<file path="src/rtl/rock_sequencer.sv">
// Cradle rocking sequencer: drives a motor in half-swings whose length and duty
// follow frequency F and amplitude A; crying raises F, calm swings decay F then A.
module rock_sequencer #(
  parameter int CLK_DIV     = 1000,
  parameter int CALM_SWINGS = 4,
  parameter int F_INIT      = 5,
  parameter int A_INIT      = 5,
  parameter int F_MAX       = 15
) (
  input  logic       clk,
  input  logic       reset,
  input  logic       start,
  input  logic       stop,
  input  logic       cry,
  output logic       motor_en,
  output logic       motor_dir,
  output logic [3:0] A,
  output logic [3:0] F,
  output logic       busy,
  output logic       done,
  output logic [1:0] dbg_state_o
);

  localparam int CW = $clog2(16 * CLK_DIV + 1);
  localparam int KW = (CALM_SWINGS > 1) ? $clog2(CALM_SWINGS) : 1;
  localparam logic [3:0]    F_INIT_V  = 4'(F_INIT);
  localparam logic [3:0]    A_INIT_V  = 4'(A_INIT);
  localparam logic [3:0]    F_MAX_V   = 4'(F_MAX);
  localparam logic [KW-1:0] CALM_LAST = KW'(CALM_SWINGS - 1);

  typedef enum logic [1:0] {IDLE, SWING, ADJUST, FINISH} state_t;

  state_t        state_q;
  logic [CW-1:0] cyc_q;
  logic [KW-1:0] calm_q;
  logic          cry_seen_q;
  logic [3:0]    a_q, f_q;
  logic          motor_en_q, motor_dir_q, busy_q, done_q;

  function automatic logic [CW-1:0] half_len(input logic [3:0] f);
    logic [4:0] span;
    span = 5'd16 - {1'b0, f};
    half_len = CW'(int'(span) * CLK_DIV);
  endfunction

  // Motor drive window: min(A, 16-F) timing units from the start of a half-swing.
  function automatic logic [CW-1:0] on_len(input logic [3:0] a, input logic [3:0] f);
    logic [4:0] span, m;
    span = 5'd16 - {1'b0, f};
    m = ({1'b0, a} < span) ? {1'b0, a} : span;
    on_len = CW'(int'(m) * CLK_DIV);
  endfunction

  logic [CW-1:0] len_cur, on_cur, on_adj;
  logic [3:0]    a_adj_d, f_adj_d;
  logic [KW-1:0] calm_adj_d;

  always_comb begin
    len_cur    = half_len(f_q);
    on_cur     = on_len(a_q, f_q);
    a_adj_d    = a_q;
    f_adj_d    = f_q;
    calm_adj_d = calm_q;
    if (cry_seen_q) begin
      f_adj_d    = (f_q < F_MAX_V) ? f_q + 4'd1 : F_MAX_V;
      a_adj_d    = A_INIT_V;
      calm_adj_d = '0;
    end else if (calm_q == CALM_LAST) begin
      calm_adj_d = '0;
      if (f_q != 4'd0)      f_adj_d = f_q - 4'd1;
      else if (a_q != 4'd0) a_adj_d = a_q - 4'd1;
    end else begin
      calm_adj_d = calm_q + KW'(1);
    end
    on_adj = on_len(a_adj_d, f_adj_d);
  end

  always_ff @(posedge clk) begin
    if (reset) begin
      state_q     <= IDLE;
      cyc_q       <= '0;
      calm_q      <= '0;
      cry_seen_q  <= 1'b0;
      a_q         <= A_INIT_V;
      f_q         <= F_INIT_V;
      motor_en_q  <= 1'b0;
      motor_dir_q <= 1'b0;
      busy_q      <= 1'b0;
      done_q      <= 1'b0;
    end else begin
      case (state_q)
        IDLE: begin
          done_q     <= 1'b0;
          motor_en_q <= 1'b0;
          busy_q     <= 1'b0;
          if (start) begin
            state_q    <= SWING;
            a_q        <= A_INIT_V;
            f_q        <= F_INIT_V;
            calm_q     <= '0;
            cry_seen_q <= 1'b0;
            cyc_q      <= '0;
            busy_q     <= 1'b1;
            motor_en_q <= (on_len(A_INIT_V, F_INIT_V) != '0);
          end
        end
        SWING: begin
          if (stop) begin
            state_q    <= IDLE;
            motor_en_q <= 1'b0;
            busy_q     <= 1'b0;
          end else begin
            cry_seen_q <= cry_seen_q | cry;
            if (cyc_q == len_cur - CW'(1)) begin
              state_q     <= ADJUST;
              motor_en_q  <= 1'b0;
              motor_dir_q <= ~motor_dir_q;
            end else begin
              cyc_q      <= cyc_q + CW'(1);
              motor_en_q <= ((cyc_q + CW'(1)) < on_cur);
            end
          end
        end
        ADJUST: begin
          if (stop) begin
            state_q    <= IDLE;
            motor_en_q <= 1'b0;
            busy_q     <= 1'b0;
          end else begin
            a_q        <= a_adj_d;
            f_q        <= f_adj_d;
            calm_q     <= calm_adj_d;
            cry_seen_q <= 1'b0;
            cyc_q      <= '0;
            if (a_adj_d == 4'd0 && f_adj_d == 4'd0) begin
              state_q    <= FINISH;
              motor_en_q <= 1'b0;
              busy_q     <= 1'b0;
              done_q     <= 1'b1;
            end else begin
              state_q    <= SWING;
              motor_en_q <= (on_adj != '0);
            end
          end
        end
        FINISH: begin
          state_q    <= IDLE;
          done_q     <= 1'b0;
          motor_en_q <= 1'b0;
          busy_q     <= 1'b0;
        end
        default: state_q <= IDLE;
      endcase
    end
  end

  assign motor_en    = motor_en_q;
  assign motor_dir   = motor_dir_q;
  assign A           = a_q;
  assign F           = f_q;
  assign busy        = busy_q;
  assign done        = done_q;
  assign dbg_state_o = state_q;

endmodule

</file>
<file path="config.mk">
export PLATFORM = sky130hd
export DESIGN_NAME = rock_sequencer
export DESIGN_NICKNAME = d
export VERILOG_FILES = /design/src/rtl/rock_sequencer.sv
export SDC_FILE = /design/constraint.sdc
export NUM_CORES = 1
export LEC_CHECK = 0
export ABC_AREA = 1
export CAP_MARGIN = 25
export CORE_UTILIZATION = 45
export DETAILED_ROUTE_END_ITERATION = 8
export PLACE_DENSITY = 0.63
export SETUP_SLACK_MARGIN = 0.5
export SYNTH_ARGS = -nofsm -noshare
export SYNTH_HDL_FRONTEND = slang
export SYNTH_SLANG_ARGS = --single-unit
</file>
<file path="constraint.sdc">
create_clock -name clk -period 19.8 [get_ports clk]
set_input_delay 4.95 -clock clk [delete_from_list [all_inputs] [get_ports clk]]
set_output_delay 4.95 -clock clk [all_outputs]
set_load 0.05 [all_outputs]
</file>
==> run summary <==
Status - finished clean
Hold-fix buffers, CTS - 0
Xor/xnor share of the synthesized area - 8.56%
Register area share after synthesis - 13.2%
Initial Utilization - 47.1%
Setup Skew - 0.00479 ns
ANT cells - 0
Fin crit share - 37.8%
Post-synthesis simple-gate area fraction - 21.7%
Worst Setup Path Type - reg2reg
Final wirelength - 10600 um
Peak supply drop - 42.5 uV
# DRC - 0
P_leak - 2.53 nW
CTS Sinks - 31
Slew Limit Fails - 0
Most frequent cells in the layout - nand2_1, inv_1, ha_1
F_max - 134 MHz
# setup viols final - 0
Global Route met3 Usage - 3.01%
EDFF count, synth - 0
Design Power - 0.000334 W
CTS Root Cell - clkbuf_8
Synth cell types - 48
Synth Area in Compound Gates - 12.7%
Hold WC Path Type - reg2reg
CP max FO - 12
Relative slew margins - 34.0%
Startpoint Class - flip-flop
Ports - 19
Initial antenna violation count - 0
Mapped Area - 0.00469 mm^2
DRT antenna net count - 0
Critical-path top delay cell - o21ai_0
Met2 global-route usage - 39.0%
H-tree levels - 2
Synth area leaders - ha_1, dfxtp_1, fa_1
First-pass GRT wire length - 19000 um
Vias per cell - 5.12
Reg clk slew, reported paths - 0.07 ns
Total CTS buffers - 5
Total track usage - 21.2%
Die height - 104 um
Nets - 775
Post-CTS Setup Bufs - 0
Worst slew pin tran - 0.979 ns
Main flop type after synthesis - dfxtp_1
CP top delay family - adder cells
RSZ-0062 raised after global routing - no
Largest stage delay, worst path - 0.81 ns
Die width - 104 um
Number of global-route vias before repair - 4187
Ys async rst share - 0%
Data arrival, critical path - 7.71 ns
Synth top area share - 21.1%
Initial DRT Pass Iterations - 5
Ys Warns - 0
Mux contribution to synthesized area - 0%
Total grt overflow - 0
GR Util met1 - 25.4%
Final hold violation count - 0
Vias - 4079
Wire length per cell - 13.3 um
CP required - 20.03 ns
Crit end category - flip-flop
Share of post-route cells with drive strength above 1 - 7.08%
Die area - 0.0108 mm^2
GR peak layer - met2
Cell taking the most area after synthesis - ha_1
Avg Cell Area, Syn - 7.34 um^2
Largest net degree at the start of global routing - 23
Layout area overhead - 9.52%
PortBufs - 18
Max-cap violations - 0
Post-Synth Adder-Cell Area - 33.0%
Gpl congestion - 0.851
Worst Path Buf+Inv - 4
Final Critical Period - 7.49 ns
Final TNS setup - 0 ns
CTS tree - built
Most used cell, CP - ha_1
Post-Syn Instances - 639
Post-DP HPWL - 8870 um
Most common cell after layout, fill and taps aside - nand2_1
Largest family of logic cells by synthesized area - adder cells
Core footprint - 0.00995 mm^2
Clock tree buffer depth - 2
Worst skew pair latency - 0.28 ns
Seq cells post-synth - 31
PD cells - 65.0 mW/mm^2
Initial DRC count - 175
Post-cts resize count - 0
Site row count - 36
[worst min-delay path: stages (launching register included)]
cell	delay, ns
dfxtp_1	0.31
nand2_1	0.06
a21oi_1	0.05
[layer usage]
metal	share of wire (%)	up-vias	wire, um
li1	-	2076	-
met2	50	81	5320
met1	44	1898	4690
met5	0	-	0
met4	2.2	0	235
met3	3.4	24	366
[synthesized netlist by cell type (2+ instances only)]
cell      number
nand2_1      122
buf_6          2
xnor2_1       16
inv_1        112
nor3b_1        2
conb_1         2
inv_2          5
nor3_1         6
o211ai_1       6
nor2_4         3
nand2_2        6
o21ai_2        3
o21ai_0       25
xor2_1        28
nand3_2        2
nand3b_1       2
fa_1          28
nand4_1        7
dfxtp_1       31
a21oi_1       54
nor2_1        31
nand3_1       29
nor2_2         6
nand2_4        4
clkbuf_1       3
ha_1          79
o21ai_1        3
a21oi_2        2
[through the flow]
stage	setup WS, ns	std cells	cell area, um^2	util (%)	hold slack [ns]
floorplan	13.05	644	4710	-	0.439
global placement	12.19	787	5010	50.3	0.450
detailed placement	12.14	787	5010	50.3	0.463
CTS	12.10	795	5120	51.5	0.471
global route	11.75	797	5140	51.6	0.496
finish	12.31	797	5140	51.6	0.467
[flip-flops by register name, summed over array words and instances, names as in the netlist]
signal / flops
A: 4
F: 4
busy: 1
calm_q: 2
cry_seen_q: 1
cyc_q: 14
dbg_state_o: 2
done: 1
motor_dir: 1
motor_en: 1
[area by class of cell]
type,instances,area [um^2]
Clock buffer,6,82.6
Clock inverter,2,35.0
Fill cell,954,4820
Inverter,119,448
Multi-Input combinational cell,486,3590
Sequential cell,31,621
Tap cell,133,166
Timing Repair Buffer,20,195
[worst paths after layout]
path	start	endpoint	slack, ns	cells past startpoint
hold reg to reg	cyc_q[13]	cyc_q[13]	0.47	2
setup reg to reg	F[0]	motor_en	12.31	29
hold / removal	cyc_q[13]	cyc_q[13]	0.47	2
setup / recovery	F[0]	motor_en	12.31	29
[where the power goes]
group | internal (W) | switching, W
combinational | 0.0000806 | 0.000120
clock | 0.0000407 | 0.0000247
sequential | 0.0000648 | 0.00000324
[kinds of logic (layout without fill, tap and decap cells)]
family / after synthesis / after routing
XOR/XNOR: 45 / 45
other: 2 / 7
flip-flops: 31 / 31
buffers and inverters: 127 / 147
adder cells (fa/ha/maj): 107 / 107
AND/OR/NAND/NOR: 223 / 223
AO/OA/AOI/OAI: 104 / 104
Note: power is estimated with default switching activity, not from simulation.
